==> src/rtl/vga_timing_gen.sv <==
`default_nettype none
// ============================================================================
//  Module      : vga_timing_gen
//  Description : Parametrised VGA raster timing generator. It holds the
//                horizontal and vertical counters, which advance on pixel-clock
//                enable ticks. It decodes registered syncs and combinational
//                blanking and line/frame marker strobes.
//  Revision    : 1.0 - initial release
// ============================================================================
module vga_timing_gen #(
    parameter int H_ACTIVE = 640,
    parameter int H_FP     = 16,
    parameter int H_SYNC   = 96,
    parameter int H_BP     = 48,
    parameter int V_ACTIVE = 480,
    parameter int V_FP     = 10,
    parameter int V_SYNC   = 2,
    parameter int V_BP     = 33,
    parameter bit HS_POL   = 1'b0,
    parameter bit VS_POL   = 1'b0,
    parameter int CW       = 11
) (
    input  logic          clk,
    input  logic          clr,
    input  logic          pix_en,
    input  logic          restart,
    output logic          hsync,
    output logic          vsync,
    output logic          video_on,
    output logic [CW-1:0] x,
    output logic [CW-1:0] y,
    output logic          line_end,
    output logic          frame_end,
    output logic          vblank_start
);

    localparam int c_H_TOTAL = H_ACTIVE + H_FP + H_SYNC + H_BP;
    localparam int c_V_TOTAL = V_ACTIVE + V_FP + V_SYNC + V_BP;

    localparam logic [CW-1:0] c_H_MAX   = CW'(c_H_TOTAL - 1);
    localparam logic [CW-1:0] c_V_MAX   = CW'(c_V_TOTAL - 1);
    localparam logic [CW-1:0] c_H_ACT   = CW'(H_ACTIVE);
    localparam logic [CW-1:0] c_V_ACT   = CW'(V_ACTIVE);
    localparam logic [CW-1:0] c_V_LAST  = CW'(V_ACTIVE - 1);
    localparam logic [CW-1:0] c_HS_BEG  = CW'(H_ACTIVE + H_FP);
    localparam logic [CW-1:0] c_HS_END  = CW'(H_ACTIVE + H_FP + H_SYNC);
    localparam logic [CW-1:0] c_VS_BEG  = CW'(V_ACTIVE + V_FP);
    localparam logic [CW-1:0] c_VS_END  = CW'(V_ACTIVE + V_FP + V_SYNC);
    localparam logic [CW-1:0] c_ONE     = CW'(1);

    logic [CW-1:0] r_x;
    logic [CW-1:0] r_y;
    logic          r_hsync;
    logic          r_vsync;
    logic [CW-1:0] w_x_nxt;
    logic [CW-1:0] w_y_nxt;
    logic          w_hsync_nxt;
    logic          w_vsync_nxt;
    logic          w_tick;
    logic          w_at_hmax;

    // A qualified tick is a pixel enable that is not overridden by restart;
    // strobes are suppressed during reset and restart.
    assign w_tick    = pix_en && !restart && !clr;
    assign w_at_hmax = (r_x == c_H_MAX);

    // Next-state counters. Syncs are decoded from these, so the registered
    // syncs line up with the registered coordinates.
    always_comb begin
        w_x_nxt     = r_x;
        w_y_nxt     = r_y;
        w_hsync_nxt = ~HS_POL;
        w_vsync_nxt = ~VS_POL;
        if (restart) begin
            w_x_nxt = '0;
            w_y_nxt = '0;
        end else begin
            if (pix_en) begin
                if (w_at_hmax) begin
                    w_x_nxt = '0;
                    w_y_nxt = (r_y == c_V_MAX) ? '0 : (r_y + c_ONE);
                end else begin
                    w_x_nxt = r_x + c_ONE;
                end
            end
            if ((w_x_nxt >= c_HS_BEG) && (w_x_nxt < c_HS_END)) begin
                w_hsync_nxt = HS_POL;
            end
            if ((w_y_nxt >= c_VS_BEG) && (w_y_nxt < c_VS_END)) begin
                w_vsync_nxt = VS_POL;
            end
        end
    end

    // Counter and sync registers with asynchronous clear.
    always_ff @(posedge clk or posedge clr) begin
        if (clr) begin
            r_x     <= '0;
            r_y     <= '0;
            r_hsync <= ~HS_POL;
            r_vsync <= ~VS_POL;
        end else begin
            r_x     <= w_x_nxt;
            r_y     <= w_y_nxt;
            r_hsync <= w_hsync_nxt;
            r_vsync <= w_vsync_nxt;
        end
    end

    assign x            = r_x;
    assign y            = r_y;
    assign hsync        = r_hsync;
    assign vsync        = r_vsync;
    assign video_on     = (r_x < c_H_ACT) && (r_y < c_V_ACT);
    assign line_end     = w_tick && w_at_hmax;
    assign frame_end    = w_tick && w_at_hmax && (r_y == c_V_MAX);
    assign vblank_start = w_tick && w_at_hmax && (r_y == c_V_LAST);

endmodule
`default_nettype wire

==> config.mk <==
export PLATFORM = sky130hd
export DESIGN_NAME = vga_timing_gen
export DESIGN_NICKNAME = d
export VERILOG_FILES = /design/src/rtl/vga_timing_gen.sv
export SDC_FILE = /design/constraint.sdc
export NUM_CORES = 1
export LEC_CHECK = 0
export CAP_MARGIN = 20
export CORE_MARGIN = 4
export CORE_UTILIZATION = 45
export CTS_CLUSTER_SIZE = 10
export DETAILED_ROUTE_END_ITERATION = 8
export GPL_TIMING_DRIVEN = 0
export HOLD_SLACK_MARGIN = 0.1
export PLACE_DENSITY_LB_ADDON = 0.05
export SYNTH_ARGS = -nofsm -noshare
export SYNTH_HDL_FRONTEND = slang
export SYNTH_SLANG_ARGS = --single-unit
==> constraint.sdc <==
create_clock -name clk -period 1.8 [get_ports clk]
set_input_delay 0.45 -clock clk [delete_from_list [all_inputs] [get_ports clk]]
set_output_delay 0.45 -clock clk [all_outputs]
set_load 0.02 [all_outputs]
# Word level (Yosys, flattened, before mapping)

Cells that the tools add are included.

Register bits: 24
Output and inout bits: 28

Eq/ne operators: 3
Order comparisons: 6
$add $sub $neg: 2
Reductions and logical operators: 10
Mux-type cells: 13

Operator list:

| operator                                                             | number |
|---|---|
| 2-to-1 mux 11 bit                                                    | 9 |
| adder 11 x 1 -> 11 bit (second input constant)                       | 2 |
| equality test 11 x 10 -> 1 bit (second input constant)               | 2 |
| less-than comparator 11 x 10 -> 1 bit (second input constant)        | 2 |
| less-than comparator 11 x 9 -> 1 bit (second input constant)         | 2 |
| equality test 11 x 9 -> 1 bit (second input constant)                | 1 |
| greater-or-equal comparator 11 x 10 -> 1 bit (second input constant) | 1 |
| greater-or-equal comparator 11 x 9 -> 1 bit (second input constant)  | 1 |
| logical AND 1 bit                                                    | 8 |
| 2-to-1 mux 1 bit                                                     | 4 |
| logical NOT 1 bit                                                    | 2 |

# Logic depth before layout (Yosys ltp)

Word-level depth: 9
Mapped depth: 7
Depth with buffers taken out: 7

# Worst setup path after synthesis

No wires, ideal clock.

Kind: register to output
Start: reg r_x[0], in the netlist x[0]
End: out frame_end
Data arrival time: 1845 ps
Slack: -495 ps
Cell stages (with the launch flop): 5
Buffers on the path: 0
Required time: 1350 ps
Path through: dfrtp_1 ha_1 and4bb_1 nand3_1 nor4_1

Longest elaborated chain between the ends: 3

RTL lines:

| element                         | line | source |
|---|---|---|
| from (decl)                     | 51   | `logic [CW-1:0] r_x;` |
| from (signal assigned)          | 103  | `r_x <= w_x_nxt;` |
| equality test 11 x 10 -> 1 bit  | 65   | `assign w_at_hmax = (r_x == c_H_MAX);` |
| logical AND 1 bit (2 in series) | 116  | `assign frame_end = w_tick && w_at_hmax && (r_y == c_V_MAX);` |
| to (decl)                       | 33   | `output logic frame_end,` |

Every way passes these cells.

# Final worst setup path

Start: reg r_x[0], in the netlist x[0]
End: out line_end

Longest elaborated chain between the ends: 2

RTL lines:

| element                        | line | source |
|---|---|---|
| equality test 11 x 10 -> 1 bit | 65   |  |
| logical AND 1 bit              | 115  | `assign line_end = w_tick && w_at_hmax;` |
| to (decl)                      | 32   | `output logic line_end,` |

Every way passes these cells.

==> reports/results.ini <==
[clock_tree]
root_buffer = clkbuf_4
numCtsBuffers = 3
h-tree-depth = 1
cts_tree = built
clock_path_buffers = 2
cts_hold_buf = 0
cts_sinks = 24
clkLatencyLatePin_ns = 0.32
clk_pin_slew_worst_paths_ns = 0.14

[critical_path]
path_class = flop to output port
worstSetupStartpointType = flop
end_kind = output port
worstRegToRegCells = 7
crit_fanout = 4
arrival_ns = 1.70
reg2reg_slack_ns = -0.26
worstPathRequired_ns = 1.35

[synth]
synthMuxAreaShare = 0.03518
ys_ff_latch = 24
synth_nets = 161
synth.distinct_cells = 39
syn_inst = 154
synth_compound_area_frac = 0.03936
synthXorXnorAreaFrac = 0.1231
synth_top_family_by_area = simple AND/OR/NAND/NOR gates
ys_warn_count = 0
synth_edf_count = 0
synthSimpleGateAreaFrac = 0.3333
syn_area_mm2 = 0.001494
avgSynthCellArea_um2 = 9.701
synth_fa_ha_area_frac = 0.02513
synthFlopType = dfrtp_1
async_reset_ff_frac = 1.000
ys_seq_area_frac = 0.4037

[timing]
slew_viol_final = 0
rsz0062_at_grt = yes
max_freq_mhz = 466.0
worstMarginPinSlew_ns = 0.8851
fin_crit_sh = 1.192
skew_ns = 0.02338
setup_tns_ns = -1.752
fin_ws_ns = -0.3460
hold_viol = 0
maxSlewHeadroom = 0.4093
fin_crit_ns = 2.146
setup_viol = 11

[floorplan]
initial_core_util = 0.4815
die_x_um = 65.62
rows = 20
die_h_um = 65.62
core_mm2 = 0.003103
ioPinCount = 32
dieArea_mm2 = 0.004306

[power]
pwr-share-clk = 0.283
p_comb_frac = 0.089
ir_worst_vdd_uv = 359.5
switching_power_mw = 0.2143
seq_power_share = 0.628
total_leakage_power_nw = 1.022
p_per_area_mw_per_mm2 = 395.3
swShare = 0.2450
power.internal_mw = 0.6602

[route]
wl_mm = 3.899
drt_iter0_markers = 52
first_pass_iters = 4
drc_errors = 0
route.vias.total = 1373
viasPerCell = 5.514
routedWlPerCell_um = 15.66
antenna_left = 0

[global_route]
grt_overflow = 0
grt_pass1_wl_mm = 6.279
antenna_found_initial = 0
grt_use_total = 0.1862
grt_max_degree = 25
grt_pass1_vias = 1363

[finish]
drive_above_1_share = 0.3805
antenna_cells = 0
layout_commonest_cell = dlygate4sd2_1
multi_input_area_mm2 = 0.001008
syn_to_final_growth_pct = 48.07
n_fill_cell = 257
final_nets = 213
most-common-layout-cells = dlygate4sd2_1, buf_4, nor2_1
regArea_um2 = 621.8

[placed_design]
hpwl_mm = 2.588
gp_congestion = 0.8480
portBuffers = 30
dp_slack_ns = -0.9887

[outcome]
status = finished with violations
violations = setup timing

[flow_run]
max-cap-violations = 0

[min_path]
whs_path_depth = 3
hp-class = input pin to flop

## cell usage after synthesis (3+ instances only)
cell type | instances | area [um2]
dfrtp_1 | 22 | 550.5
nor2_1 | 20 | 75.07
nor3_1 | 13 | 65.06
nand4_1 | 12 | 75.07
xnor2_1 | 11 | 96.34
xor2_1 | 10 | 87.58
nand3_1 | 9 | 45.04
nand2_1 | 7 | 26.28
buf_4 | 4 | 30.03
inv_1 | 4 | 15.01
clkbuf_1 | 3 | 11.26
ha_1 | 3 | 37.54
mux2i_1 | 3 | 30.03
nor4b_1 | 3 | 26.28
## final cells by class
class	count	share of cell area
tap	44	0.02489
buffer	7	0.02828
inverter	5	0.008484
clock buffer	4	0.01188
timing repair buffer	47	0.1895
multi-input combinational	118	0.4559
sequential	24	0.2811
## per-stage QoR
stage	hold slack (ns)	area [um2]	utilization	std cells	total power, mW
6_report	0.4744	2212	0.7129	249	0.8745
3_5_place_dp	0.5933	1939	0.6250	228	0.6311
3_3_place_gp	0.6074	1939	0.6250	228	0.6294
2_1_floorplan	0.4627	1584	-	154	0.6019
5_1_grt	0.4923	2212	0.7129	249	0.9216
4_1_cts	0.4822	2118	0.6827	245	0.8730
## kinds of logic (layout without fill, tap and decap cells)
family,after synthesis,after routing
compound gates,8,8
simple gates,82,82
fa+ha+maj,3,3
xor+xnor,21,21
mux,4,4
buf+inv,12,63
flops,24,24
## per-layer routing
metal	vias up	track usage	wire, um
met4	0	0.04663	44
li1	655	-	-
met1	666	0.2240	1570
met5	-	0	0
met3	4	0.02906	209
met2	48	0.3417	2074
## registers in the layout, summed over array words and instances, names as in the netlist
signal	cells
hsync	1
vsync	1
x	11
y	11
## path summary, 6_finish.rpt
check	from	end
setup reg to reg	x[0]	vsync
min in group asynchronous	clr	y[1]
hold reg to reg	x[9]	x[9]
hold / removal	pix_en	x[0]
max in group asynchronous	clr	x[6]
setup / recovery	x[0]	line_end
## power groups by stage
stage / clock, mW / sequential (mW) / combinational, mW
2_1_floorplan: 0 / 0.568 / 0.0339
3_3_place_gp: 0 / 0.562 / 0.0669
3_5_place_dp: 0 / 0.563 / 0.0683
4_1_cts: 0.250 / 0.549 / 0.0743
5_1_grt: 0.284 / 0.550 / 0.0871
6_report: 0.248 / 0.549 / 0.0775
## critical path, stage by stage, from the launching register on
cell,delay (ns)
dfrtp_2,0.41
ha_4,0.18
and4bb_4,0.28
nand3_4,0.11
buf_12,0.15
nor3_4,0.11
buf_6,0.13
## what timing repair did
item                       CTS  global route
buffers inserted            13             9
setup endpoints to repair   45            18
gates resized for setup     72            20
pin swaps                    9             6
Power figures use the tool's default switching activity.
